**src/rtl/pulse_sched_pkg.sv**
```systemverilog
// Shared types, parameter limits and helpers for the pulse_sched channel scheduler.
// No logic of its own; imported by the scheduler and its arbiter.
package pulse_sched_pkg;

  typedef enum logic [1:0] {
    ST_IDLE  = 2'd0,
    ST_ISSUE = 2'd1,
    ST_HOLD  = 2'd2
  } state_t;

  localparam int N_REQ_MIN   = 2;
  localparam int N_REQ_MAX   = 16;
  localparam int MIN_GAP_MIN = 2;
  localparam int MIN_GAP_MAX = 255;

  // Ceiling log2; returns 0 for values of 1 or less.
  function automatic int clog2(input int value);
    int res;
    res = 0;
    for (int i = 0; i < 31; i++) begin
      if ((1 << i) < value) res = i + 1;
    end
    return res;
  endfunction

endpackage

```
**src/rtl/pulse_sched_rr_arbiter.sv**
```systemverilog
// Combinational round-robin pick: search starts one past last_ptr and wraps modulo N_REQ.
// Zero latency; no flow control, the caller decides whether the pick is used.
module rr_arbiter
  import pulse_sched_pkg::*;
#(
  parameter int N_REQ = 4,
  parameter int IDW   = clog2(N_REQ)
) (
  input  logic [N_REQ-1:0] req,
  input  logic [IDW-1:0]   last_ptr,
  output logic [N_REQ-1:0] gnt,
  output logic [IDW-1:0]   idx,
  output logic             vld
);

  // Scan farthest candidate first so the nearest one past the pointer is written last.
  always_comb begin
    gnt = '0;
    idx = '0;
    vld = 1'b0;
    for (int k = N_REQ; k >= 1; k--) begin
      for (int i = 0; i < N_REQ; i++) begin
        if (req[i] && (((int'(last_ptr) + k) % N_REQ) == i)) begin
          gnt    = '0;
          gnt[i] = 1'b1;
          idx    = IDW'(i);
          vld    = 1'b1;
        end
      end
    end
  end

endmodule

```
**src/rtl/pulse_sched.sv**
```systemverilog
// Shares one pulse-synchronizer channel among N_REQ requesters, one pulse per MIN_GAP+2 cycles.
// Request to SYNC_PULSE is 2 cycles when idle; excess requests coalesce and flag OVR.
module pulse_sched
  import pulse_sched_pkg::*;
#(
  parameter int N_REQ   = 4,
  parameter int MIN_GAP = 8,
  parameter int IDW     = clog2(N_REQ)
) (
  input  logic             CLK,
  input  logic             RST_N,
  input  logic             EN,
  input  logic [N_REQ-1:0] REQ_PULSE,
  input  logic             CLR_OVR,
  output logic             SYNC_PULSE,
  output logic [IDW-1:0]   SYNC_ID,
  output logic [N_REQ-1:0] PENDING,
  output logic [N_REQ-1:0] OVR,
  output logic             BUSY
);

  localparam int CW = clog2(MIN_GAP);
  localparam bit PARAMS_OK = (N_REQ >= N_REQ_MIN) && (N_REQ <= N_REQ_MAX) &&
                             (MIN_GAP >= MIN_GAP_MIN) && (MIN_GAP <= MIN_GAP_MAX);

  state_t           state;
  logic [CW-1:0]    gap_cnt;
  logic [IDW-1:0]   rr_ptr;
  logic [N_REQ-1:0] arb_gnt;
  logic [IDW-1:0]   arb_idx;
  logic             arb_vld;
  logic             grant_go;
  logic [N_REQ-1:0] gnt_mask;
  logic [N_REQ-1:0] overrun;

  param_range_chk: assert property (@(posedge CLK) PARAMS_OK);

  rr_arbiter #(
    .N_REQ (N_REQ),
    .IDW   (IDW)
  ) u_arb (
    .req      (PENDING),
    .last_ptr (rr_ptr),
    .gnt      (arb_gnt),
    .idx      (arb_idx),
    .vld      (arb_vld)
  );

  assign grant_go = (state == ST_IDLE) && EN && arb_vld;
  assign gnt_mask = grant_go ? arb_gnt : '0;
  // A request landing on the bit being granted is a fresh event, not an overrun.
  assign overrun  = REQ_PULSE & PENDING & ~gnt_mask;

  always_ff @(posedge CLK or negedge RST_N) begin
    if (!RST_N) begin
      PENDING <= '0;
      OVR     <= '0;
    end else begin
      PENDING <= (PENDING & ~gnt_mask) | REQ_PULSE;
      OVR     <= (CLR_OVR ? '0 : OVR) | overrun;
    end
  end

  always_ff @(posedge CLK or negedge RST_N) begin
    if (!RST_N) begin
      state      <= ST_IDLE;
      gap_cnt    <= '0;
      rr_ptr     <= IDW'(N_REQ - 1);
      SYNC_PULSE <= 1'b0;
      SYNC_ID    <= '0;
      BUSY       <= 1'b0;
    end else begin
      case (state)
        ST_IDLE: begin
          if (grant_go) begin
            state      <= ST_ISSUE;
            SYNC_ID    <= arb_idx;
            rr_ptr     <= arb_idx;
            SYNC_PULSE <= 1'b1;
            BUSY       <= 1'b1;
          end
        end
        ST_ISSUE: begin
          state      <= ST_HOLD;
          gap_cnt    <= CW'(MIN_GAP - 1);
          SYNC_PULSE <= 1'b0;
        end
        ST_HOLD: begin
          if (gap_cnt == '0) begin
            state <= ST_IDLE;
            BUSY  <= 1'b0;
          end else begin
            gap_cnt <= gap_cnt - CW'(1);
          end
        end
        default: begin
          state      <= ST_IDLE;
          SYNC_PULSE <= 1'b0;
          BUSY       <= 1'b0;
        end
      endcase
    end
  end

endmodule

```
**config.mk**
```make
export PLATFORM = sky130hd
export DESIGN_NAME = pulse_sched
export DESIGN_NICKNAME = d
export VERILOG_FILES = /design/src/rtl/pulse_sched_pkg.sv /design/src/rtl/pulse_sched_rr_arbiter.sv /design/src/rtl/pulse_sched.sv
export SDC_FILE = /design/constraint.sdc
export NUM_CORES = 1
export LEC_CHECK = 0
export CELL_PAD_IN_SITES_DETAIL_PLACEMENT = 1
export CELL_PAD_IN_SITES_GLOBAL_PLACEMENT = 2
export CORE_MARGIN = 5
export CORE_UTILIZATION = 32
export CTS_CLUSTER_DIAMETER = 120
export CTS_CLUSTER_SIZE = 25
export DETAILED_ROUTE_END_ITERATION = 7
export PLACE_DENSITY = 0.93
export SLEW_MARGIN = 30
export SYNTH_ARGS = -nofsm -noshare
export SYNTH_HDL_FRONTEND = slang
export SYNTH_SLANG_ARGS = --single-unit
```
**constraint.sdc**
```tcl
create_clock -name CLK -period 3.1 [get_ports CLK]
set_clock_uncertainty 0.1 [all_clocks]
set_input_delay 0.775 -clock CLK [delete_from_list [all_inputs] [get_ports CLK]]
set_output_delay 0.775 -clock CLK [all_outputs]
set_load 0.1 [all_outputs]
```
==> impl_metrics.yaml <==
place:
  port_buffers: 19
  gp_congestion: 0.738
  hpwlAfterDp_um: 1760
  pre_cts_slack_ps: 614
  place_inst: 152
sta:
  setup_slack_ps: 942
  rsz0062_at_grt: "no"
  hold_viol: 0
  fin_crit_sh: 0.696
  fmax_ghz: 0.463
  fin_tns_setup_ps: 0
  layout_min_cycle_time_ps: 2160
  worstMarginPinSlew_ps: 495
  slew_headroom: 0.669
  slew_viol_final: 0
  finalSetupViolations: 0
logic_synthesis:
  synth_top_area_cell: "dfrtp_1"
  ys_async_sr_fraction: 1.00
  syn-num-nets: 116
  synth.most_common_cell: "dfrtp_1"
  synthTopCellsByCount: "17 x dfrtp_1, 13 x nand2_1, 12 x nor2_1"
  syn-instance-count: 106
  synth_edf_count: 0
  netlist_top_cells_area: "dfrtp_1 44%, dfstp_2 5.4%, a21oi_1 5.2%, nand2_1 5.0%, o21ai_0 4.6%"
  avgSynthCellArea_um2: 9.15
  synth.distinct_cells: 28
  synth_top_flop_cell: "dfrtp_1"
  seq_area_frac_synth: 0.493
  ys_warn_count: 0
  ys_ff_latch: 19
  synth_top_area_frac: 0.439
  netlist_area_um2: 970
cts:
  insertion_delay_ps: 300
  clk_pin_slew_ps: 110
  clockBufferDepth: 2
  cts_tree: "yes"
  cts_setup_buffers: 0
  clock-sinks: 19
  cts_buffers: 3
  cts_resized: 0
  hold_buffers: 0
  cts_max_level: 1
  cts-root-buf: "clkbuf_4"
route:
  drc_errors: 0
  dr.pass1.iters: 4
  dr.first_iter.drc_count: 13
  vias: 814
  via_per_inst: 5.22
  ant_nets: 0
  wl_per_cell_um: 14.7
  routed_wl_um: 2300
global_routing:
  grt_max_degree: 20
  grt_pass1_vias: 906
  grt_usage: 0.122
  antenna_found_initial: 0
  grt_overflow: 0
  grt_pass1_wl_um: 4010
cells_and_area:
  post-route-util: 0.392
  fin_nets: 134
  area_growth_pct: 20.5
  nFillCells: 354
  diodes: 0
  layout-drive-gt1-share: 0.187
  final_cell_count_no_fill: 156
min_path:
  min-delay-path-class: "input pin to async pin"
floorplanning:
  pin_count: 20
  fp.dieArea_um2: 4230
  coreArea_um2: 2980
  initial_core_util: 0.326
  die_w_um: 65.0
  die_y_um: 65.0
  fp-row-count: 20
power_and_ir_drop:
  power.internal_uw: 610
  total_power_mw: 1.36
  p_per_area_nw_per_um2: 1160
  power.switching_uw: 747
  share_comb_of_total_power: 0.560
  ir_worst_vdd_mv: 0.417
  pwr-share-seq: 0.346
  p_clk_frac: 0.094
  switching_share: 0.551
  leakage_nw: 0.487
setup_path:
  worstPathMaxFanout: 7
  startpoint_type: "input pin"
  worstPathArrival_ps: 2250
  path_class: "input pin to flip-flop"
  worstPathRequired_ps: 3190
  cp-end-kind: "flip-flop"
outcome:
  status: "finished clean"
job:
  drv_cap: 0
-- cell type report --
| cell class | count | area, µm² | area share |
|---|---|---|---|
| flip-flops and latches | 19 | 478 | 0.409 |
| multi-input cells | 72 | 434 | 0.372 |
| repair buffers | 19 | 155 | 0.133 |
| well taps | 33 | 41.3 | 0.0353 |
| inverters | 9 | 33.8 | 0.0289 |
| clock buffers | 4 | 26.3 | 0.0225 |
-- registers in the layout, indices dropped and copies added (netlist names) --
name        count
OVR             4
PENDING         4
gap_cnt         3
SYNC_ID         2
rr_ptr          2
state           2
BUSY            1
SYNC_PULSE      1
-- metrics by stage --
step	hold WS [ps]	instance area [µm²]
global route	317	1170
CTS	434	1170
finish	298	1170
floorplan	379	970
global placement	376	1150
detailed placement	402	1150
-- path summary, 6_finish.rpt --
kind / slack (ps) / to / cells after the start / startpoint
worst max-delay path: 940 / SYNC_ID[0]$_DFFE_PN0P_ / 5 / EN
min in group CLK: 420 / OVR[1]$_DFF_PN0_ / 1 / OVR[1]$_DFF_PN0_
worst max register to register: 1330 / SYNC_ID[0]$_DFFE_PN0P_ / 4 / state[1]$_DFFE_PN0P_
max in group asynchronous: 2270 / rr_ptr[1]$_DFFE_PN1P_ / 1 / RST_N
worst min register to register: 420 / OVR[1]$_DFF_PN0_ / 1 / OVR[1]$_DFF_PN0_
worst min-delay path: 300 / PENDING[0]$_DFF_PN0_ / 1 / RST_N
-- power groups by stage --
stage / Combinational, mW / Sequential, mW / Clock [mW]
6_report: 0.760 / 0.469 / 0.128
5_1_grt: 0.816 / 0.491 / 0.149
4_1_cts: 0.771 / 0.471 / 0.134
3_5_place_dp: 0.768 / 0.474 / 0
3_3_place_gp: 0.746 / 0.470 / 0
2_1_floorplan: 0.303 / 0.762 / 0
-- logic make-up after synthesis --
kind of cell	Yosys count	synth area share
adders and majority gates	2	0.0258
and+or+nand+nor	30	0.138
DFF	19	0.493
buffers and inverters	15	0.0593
AOI/OAI and AO/OA	40	0.284
-- layer usage --
metal | GRT usage | up-vias | share of wire
li1 | - | 406 | -
met1 | 0.140 | 387 | 0.44
met2 | 0.218 | 18 | 0.50
met3 | 0.0260 | 3 | 0.037
met4 | 0.0466 | 0 | 0.014
met5 | 0 | - | 0
-- cells in the final DEF (no fill, tap or decap), types with 2 or more instances in the layout --
cell,synthesis,final
inv_1,9,9
o211ai_1,2,2
a32o_1,2,2
o21ai_0,9,9
nor2b_1,2,2
a21o_1,2,2
o32a_1,2,2
clkdlybuf4s50_1,0,6
a21oi_1,10,10
o22ai_1,4,4
dfrtp_1,17,17
ha_1,2,2
nand2_1,13,13
dfstp_2,2,2
clkbuf_4,0,3
nor2_1,12,12
buf_4,0,12
-- worst max-delay path: stages --
cell             delay, ps
clkdlybuf4s50_1        490
or3b_4                 420
a21oi_4                190
nand2_1                 90
o32a_1                 290
Note: power is estimated with default switching activity, not from simulation.
